**src/rtl/branch_pkg.sv**
```systemverilog
// Shared encodings for the branch-resolution stage: branch opcodes, FSM states
// and default widths.
package branch_pkg;

  localparam int PC_W_DEF  = 32;
  localparam int CNT_W_DEF = 16;

  typedef enum logic [2:0] {
    BR_NONE   = 3'b000,
    BR_EQ     = 3'b001,
    BR_NE     = 3'b010,
    BR_LT     = 3'b011,
    BR_GT     = 3'b100,
    BR_LE     = 3'b101,
    BR_GE     = 3'b110,
    BR_ALWAYS = 3'b111
  } br_op_e;

  typedef enum logic [1:0] {
    ST_IDLE  = 2'b00,
    ST_HOLD  = 2'b01,
    ST_FLUSH = 2'b10
  } state_e;

  // Byte offset of a word-granular branch immediate, before sign extension.
  function automatic logic [17:0] word_offset(input logic [15:0] imm);
    return {imm, 2'b00};
  endfunction

endpackage

```
**src/rtl/branch_cond.sv**
```systemverilog
// Combinational branch condition: maps the opcode and signed comparator flags
// to a taken condition and an illegal-flag error.
module branch_cond
  import branch_pkg::*;
(
  input  logic [2:0] br_op,
  input  logic       gt,
  input  logic       lt,
  input  logic       eq,
  output logic       cond,
  output logic       err
);

  logic   flags_legal;
  br_op_e op;

  assign op          = br_op_e'(br_op);
  assign flags_legal = ({1'b0, gt} + {1'b0, lt} + {1'b0, eq}) == 2'd1;

  // NOTE: every output of an always_comb gets a default first so no path can
  // leave it unassigned and infer a latch.
  always_comb begin
    cond = 1'b0;
    err  = 1'b0;
    case (op)
      BR_NONE:   cond = 1'b0;
      BR_EQ:     cond = eq;
      BR_NE:     cond = !eq;
      BR_LT:     cond = lt;
      BR_GT:     cond = gt;
      BR_LE:     cond = lt | eq;
      BR_GE:     cond = gt | eq;
      BR_ALWAYS: cond = 1'b1;
      default:   cond = 1'b0;
    endcase
    // A corrupt comparator result must never redirect fetch; NONE and ALWAYS
    // ignore the flags entirely so they are exempt.
    if (op != BR_NONE && op != BR_ALWAYS && !flags_legal) begin
      cond = 1'b0;
      err  = 1'b1;
    end
  end

endmodule

```
**src/rtl/branch_resolve.sv**
```systemverilog
// Registered branch-resolution stage: valid/ready decision output, one-cycle
// fetch flush and saturating statistics. Optional BRANCH_PREDICT_EN adds pred_taken.
module branch_resolve
  import branch_pkg::*;
#(
  parameter int PC_W  = PC_W_DEF,
  parameter int CNT_W = CNT_W_DEF
) (
  input  logic             clk,
  input  logic             reset,
  input  logic             in_valid,
  output logic             in_ready,
  input  logic [2:0]       br_op,
  input  logic             cmp_gt,
  input  logic             cmp_lt,
  input  logic             cmp_eq,
  input  logic [PC_W-1:0]  pc_plus4,
  input  logic [15:0]      imm,
`ifdef BRANCH_PREDICT_EN
  input  logic             pred_taken,
`endif
  output logic             out_valid,
  input  logic             out_ready,
  output logic             taken,
  output logic [PC_W-1:0]  target,
  output logic             flush,
  output logic             flag_err,
  output logic [CNT_W-1:0] br_count,
  output logic [CNT_W-1:0] taken_count
);

  state_e          state, state_nxt;
  logic            cond, cond_err;
  logic            accept, out_hs, flush_cond;
  logic            is_br_q;
  logic [PC_W-1:0] branch_pc;
  logic            pred_q;

  branch_cond u_cond (
    .br_op (br_op),
    .gt    (cmp_gt),
    .lt    (cmp_lt),
    .eq    (cmp_eq),
    .cond  (cond),
    .err   (cond_err)
  );

  assign branch_pc = pc_plus4 + {{(PC_W-18){imm[15]}}, word_offset(imm)};

  assign out_valid = (state == ST_HOLD);
  assign flush     = (state == ST_FLUSH);
  assign in_ready  = (state == ST_IDLE) || ((state == ST_HOLD) && out_ready);
  assign accept    = in_valid && in_ready;
  assign out_hs    = out_valid && out_ready;

`ifdef BRANCH_PREDICT_EN
  assign flush_cond = taken != pred_q;

  always_ff @(posedge clk or posedge reset) begin
    if (reset)       pred_q <= 1'b0;
    else if (accept) pred_q <= pred_taken;
  end
`else
  // Fetch always predicts not-taken, so any taken branch is a mispredict.
  assign pred_q     = 1'b0;
  assign flush_cond = taken != pred_q;
`endif

  // NOTE: sequential state uses non-blocking assignments so every register
  // samples the pre-edge values regardless of statement order.
  always_ff @(posedge clk or posedge reset) begin
    if (reset) state <= ST_IDLE;
    else       state <= state_nxt;
  end

  // An input accepted on the same edge as a flushing handshake is wrong-path
  // and is squashed along with the rest of fetch.
  always_comb begin
    state_nxt = state;
    case (state)
      ST_IDLE: if (accept) state_nxt = ST_HOLD;
      ST_HOLD: begin
        if (out_hs) begin
          if (flush_cond)  state_nxt = ST_FLUSH;
          else if (accept) state_nxt = ST_HOLD;
          else             state_nxt = ST_IDLE;
        end
      end
      ST_FLUSH: state_nxt = ST_IDLE;
      default:  state_nxt = ST_IDLE;
    endcase
  end

  always_ff @(posedge clk or posedge reset) begin
    if (reset) begin
      taken   <= 1'b0;
      target  <= '0;
      is_br_q <= 1'b0;
    end else if (accept && !(out_hs && flush_cond)) begin
      taken   <= cond;
      target  <= cond ? branch_pc : pc_plus4;
      is_br_q <= (br_op_e'(br_op) != BR_NONE);
    end
  end

  always_ff @(posedge clk or posedge reset) begin
    if (reset)                   flag_err <= 1'b0;
    else if (accept && cond_err) flag_err <= 1'b1;
  end

  always_ff @(posedge clk or posedge reset) begin
    if (reset) begin
      br_count    <= '0;
      taken_count <= '0;
    end else if (out_hs) begin
      if (is_br_q && br_count != '1)  br_count    <= br_count + 1'b1;
      if (taken && taken_count != '1) taken_count <= taken_count + 1'b1;
    end
  end

endmodule

```
**config.mk**
```make
export PLATFORM = sky130hd
export DESIGN_NAME = branch_resolve
export DESIGN_NICKNAME = d
export VERILOG_FILES = /design/src/rtl/branch_pkg.sv /design/src/rtl/branch_cond.sv /design/src/rtl/branch_resolve.sv
export SDC_FILE = /design/constraint.sdc
export NUM_CORES = 1
export LEC_CHECK = 0
export CORE_MARGIN = 2
export CORE_UTILIZATION = 45
export DETAILED_ROUTE_END_ITERATION = 6
export GPL_TIMING_DRIVEN = 0
export PLACE_DENSITY_LB_ADDON = 0.1
export SKIP_CTS_REPAIR_TIMING = 1
export SYNTH_ARGS = -nofsm -noshare
export SYNTH_HDL_FRONTEND = slang
export SYNTH_SLANG_ARGS = --single-unit
```
**constraint.sdc**
```tcl
create_clock -name clk -period 3.9 [get_ports clk]
set_input_delay 1.17 -clock clk [delete_from_list [all_inputs] [get_ports clk]]
set_output_delay 1.17 -clock clk [all_outputs]
set_load 0.005 [all_outputs]
```
# After elaboration in Yosys (flattened, before gate mapping)
# Index checks and enable logic that the tools add are counted.
dict set report classes {
  addsub 5
  mul 0
  div 0
  order_cmp 0
  n_eq_ne 15
  n_shift 0
  muxes 9
  bitwise 2
  n_reduce_logical 19
}
# cell count
set ops {}
lappend ops {{adder 16 x 1 -> 16 bit, second input constant} 2}
lappend ops {{adder 32 bit} 1}
lappend ops {{two-way mux 32 bit} 1}
lappend ops {{inequality test 16 bit, second input constant} 2}
lappend ops {{== test 3 bit, second input constant} 4}
lappend ops {{logical AND 1 bit} 9}
lappend ops {{case mux 1 bit (8 select lines)} 1}
lappend ops {{== test 3 x 2 -> 1 bit, second input constant} 2}
lappend ops {{two-way mux 2 bit} 3}
lappend ops {{AND reduction 2 bit} 3}
lappend ops {{== test 2 x 1 -> 1 bit, second input constant} 2}
lappend ops {{case mux 2 bit (2 select lines)} 1}
lappend ops {{== test 3 x 1 -> 1 bit, second input constant} 1}
lappend ops {{logical NOT 1 bit} 3}
lappend ops {{logical NOT 3 bit} 1}
lappend ops {{two-way mux 1 bit} 3}
lappend ops {{inequality test 3 bit, second input constant} 1}
lappend ops {{nonzero test 3 bit} 1}
lappend ops {{adder 1 x 1 -> 2 bit} 1}
lappend ops {{adder 2 x 1 -> 2 bit} 1}
lappend ops {{== test 2 bit, second input constant} 1}
lappend ops {{logical NOT 2 bit} 1}
lappend ops {{inequality test 2 x 1 -> 1 bit, second input constant} 1}
lappend ops {{inequality test 2 bit, second input constant} 1}
lappend ops {{other kinds (2)} 3}
dict set report word_totals {
  reg_bits 69
  latch_bits 0
  ramBits 0
  mem_bits_ro 0
  inputBits 58
  output_inout_bits 69
  word_cells 57
  mem_count 0
}

# Logic depth before layout (Yosys ltp)
# Gate-level depths: netlist (run 1).
dict set report depth {
  ltp_word 8
  mapped_depth 11
  mapped_depth_nobuf 11
}

# Cells and area by module
# Synthesis (run 1) repeated with hierarchy kept, for this count alone.
dict set report hier_totals {
  cells_unflattened 508
  hier_area_um2 4584.4
}
# module instances cells_per_inst area_per_inst_um2 seq_area_each_um2
set by_module_without_submodules {}
lappend by_module_without_submodules {branch_resolve 1 496 4486.8 1726.7}
lappend by_module_without_submodules {branch_cond 1 12 97.6 0.0}

# Worst setup path before layout (run 1)
# Ideal clock, no wire load.
dict set report synth_path {
  kind {input -> register}
  from {input pc_plus4[2]}
  to {register target[30]}
  setup_ns 0.083
  arrival_time_ns 3.386
  required_time_ns 3.817
  slack_ns 0.431
  path_stages 11
  n_path_buf 0
  path_cell_list {ha_1 fa_1 a21oi_1 o22ai_1 o31ai_1 a211oi_1 o211a_1 nor3_1 o21ai_0 xnor2_1 o21ai_0}
}
dict set report synth_via {
  elab_chain_len 2
}
# item line
set synth_rtl {}
lappend synth_rtl {{from (decl)} branch_resolve.sv:17} ;# input logic [PC_W-1:0] pc_plus4,
lappend synth_rtl {{adder 32 bit} branch_resolve.sv:48} ;# assign branch_pc = pc_plus4 + {{(PC_W-18){imm[15]}}, word_offset(imm)};
lappend synth_rtl {{two-way mux 32 bit} branch_resolve.sv:101} ;# target <= cond ? branch_pc : pc_plus4;
lappend synth_rtl {{to (signal assigned)} branch_resolve.sv:101}
lappend synth_rtl {{to (decl)} branch_resolve.sv:25} ;# output logic [PC_W-1:0] target,
# No other way between the ends.
# A chain may end at the register's enable or synchronous reset.

# Worst setup path after layout (run 1)
dict set report layout_path {
  from {input pc_plus4[18]}
  to {register target[31]}
}
# The elaborated chain is that of the path after synthesis.

==> results of run 1 <==
area by class of cell:
| type | instances | area, µm² |
|---|---|---|
| Fill cell | 855 | 3555 |
| Multi-Input combinational cell | 424 | 2806 |
| Sequential cell | 69 | 1727 |
| Timing Repair Buffer | 126 | 1256 |
| Tap cell | 133 | 166.4 |
| Clock buffer | 11 | 151.4 |
| Clock inverter | 5 | 82.58 |
| Buffer | 19 | 72.57 |
| Inverter | 12 | 47.55 |
logic make-up (layout without fill, tap and decap cells):
| group | count (synthesis) | count (layout) | share of synthesized area |
|---|---|---|---|
| buf+inv | 31 | 173 | 0.02549 |
| fa+ha+maj | 33 | 33 | 0.09273 |
| xor+xnor | 57 | 57 | 0.1082 |
| mux | 8 | 8 | 0.01763 |
| simple gates | 180 | 180 | 0.1838 |
| compound gates | 146 | 146 | 0.1979 |
| flops | 69 | 69 | 0.3742 |
state kept, by name, summed over array words and instances, names as in the netlist:
signal	count
state	2
br_count	16
taken	1
target	32
flag_err	1
is_br_q	1
taken_count	16
final timing paths:
| kind | start | end | slack, ps | cells after the start |
|---|---|---|---|---|
| worst min register to register | flag_err | flag_err | 470 | 1 |
| worst min-delay path | flag_err | flag_err | 470 | 1 |
| worst max-delay path | pc_plus4[18] | target[31] | 170 | 10 |
| min in group asynchronous | reset | br_count[11] | 1380 | 2 |
| worst max register to register | state[0] | target[14] | 1480 | 9 |
| max in group asynchronous | reset | target[16] | 1980 | 2 |
through the flow:
step	TNS, ps	utilization	cells	area, µm²
2_1_floorplan	0	-	524	4614
3_3_place_gp	-20120	0.6125	783	6042
3_5_place_dp	-4844	0.6128	783	6045
4_1_cts	-712.0	0.6365	799	6279
5_1_grt	0	0.6397	799	6310
6_report	0	0.6397	799	6310
Yosys cell counts, types with 4 or more instances:
cell type,n,area [µm²]
and3_1,10,62.56
and2_1,5,31.28
inv_1,12,45.04
nor2b_1,5,31.28
nor2_1,44,165.2
nand3_1,24,120.1
mux2i_1,7,70.07
ha_1,31,387.9
nand4_1,6,37.54
and4_1,5,43.79
xnor2_1,33,289.0
nor3_1,7,35.03
nand2b_1,4,25.02
dfrtp_1,69,1727
o21bai_1,5,37.54
xor2_1,24,210.2
a21o_1,16,120.1
clkbuf_1,18,67.56
a21oi_1,50,250.2
nand2_1,61,229.0
o21a_1,5,37.54
or2_2,4,25.02
o21ai_1,7,35.03
o21ai_0,37,185.2
layer usage:
layer	share of wire	track usage
met5	0	0
met4	0.010	0.05238
met3	0.043	0.03958
met2	0.48	0.3677
met1	0.46	0.3061
power by group:
| part | switching [mW] | internal [mW] |
|---|---|---|
| registers | 0.168 | 0.940 |
| clock network | 0.277 | 0.396 |
| logic | 0.551 | 0.696 |
==> run metrics, run 1 <==
Seq/Total Area, Yosys 0.3742; htree depth 3; Synthesis Warnings 0; worst hold slack 470.5 ps; max-slew violations 0; total vias in the final route 4258; Antenna Cells 0; outcome completed; Max Clock Skew around 8.5 ps; number of synthesized flops with an enable pin 0; drt drc 0; All-Layer GR Usage 0.2233; Most used DFF post-synth dfrtp_1; Hold Vio Cnt, Final 0; Area Overhead vs Synth 36.74%; most frequent cells in the layout clkdlybuf4s50_1, dfrtp_1, nand2_1; largest net degree at the start of global routing 70; die width roughly 110 µm; Leak 2.775 nW; Port Buffers 126; CTS tree done; Core Rows 36; Async SR Flop Fraction 1.000; Min-Delay Path Class reg -> reg; die area 11080 µm²; CP max-delay cell clkdlybuf4s50_1; routability cong. 0.8796; max_cap viols 0; dpl ws -619.6 ps; worst path cell trace clkdlybuf4s50_1 > ha_1 > and2_1 > a221o_1 > a221o_1 > o21ai_2 > a41oi_2 > xnor2_1 > or3_1 > a31oi_1; number of global-route vias before repair 4152; total CTS buffers 9; fin crit share 0.9557; Synth Register Bits 69; Mapped Cells approximately 520; clock tree buffer depth 2; fin crit period 3727 ps; Overflow after GRT 0; CP dominant cell by count a221o_1; first-pass GRT wire length 20310 µm; Req. time, crit path 4140 ps; Slew headroom 0.4281; most common cell after layout, fill and taps aside clkdlybuf4s50_1; pwr/cell area around 480 nW/µm²; Die Ht 105.3 µm; max incr delay on CP approximately 450 ps; drt first pass iters 4; critical path type in -> reg; clock root cell clkbuf_8; clk sink count 69; Detailed Place HPWL 9376 µm; Final Total Pwr 3.029 mW; initial antenna violation count 0; drt total wl 12020 µm; Clk pin slew, worst setup/hold paths 70 ps; CP max FO 7; ANT nets after route 0; setup ws final approximately 170 ps; WL/cell 15.04 µm; Worst Path Buf+Inv 1; syn nets 615; Critical Path Start Type primary input; unrepaired setup endpoints after global routing no; Mapped Area between 4000 and 5000 µm²; nets 752; worst-skew pair later-pin latency 330 ps; DRT iter0 DRCs 155; Worst Path Arrival 3970 ps; layout cells sized above 1 0.06456; Worst path top cell family by delay compound AO/OA/AOI/OAI gates; Setup Viol. Count Final 0; Initial Util 0.4678; Synth cell types 51; Least-Margin Pin Slew 857.9 ps; Avg Cell Area, Syn 8.806 µm²; vias per cell 5.329; core area 9864 µm²; I/O pin cnt 127; crit path capture type flip-flop; worst vdd ir 0.0002385 V; Max Fclk 268.3 MHz
Note: power is estimated with default switching activity, not from simulation.
==> inputs of run 2 (changes only) <==
--- a/config.mk
+++ b/config.mk
@@ -7,6 +7,7 @@
 export LEC_CHECK = 0
 export CORE_MARGIN = 2
 export CORE_UTILIZATION = 45
+export CTS_CLUSTER_DIAMETER = 150
 export DETAILED_ROUTE_END_ITERATION = 6
 export GPL_TIMING_DRIVEN = 0
 export PLACE_DENSITY_LB_ADDON = 0.1
==> results of run 2 <==
Same layout as run 1: the final DEF is identical, and so are final timing and power.
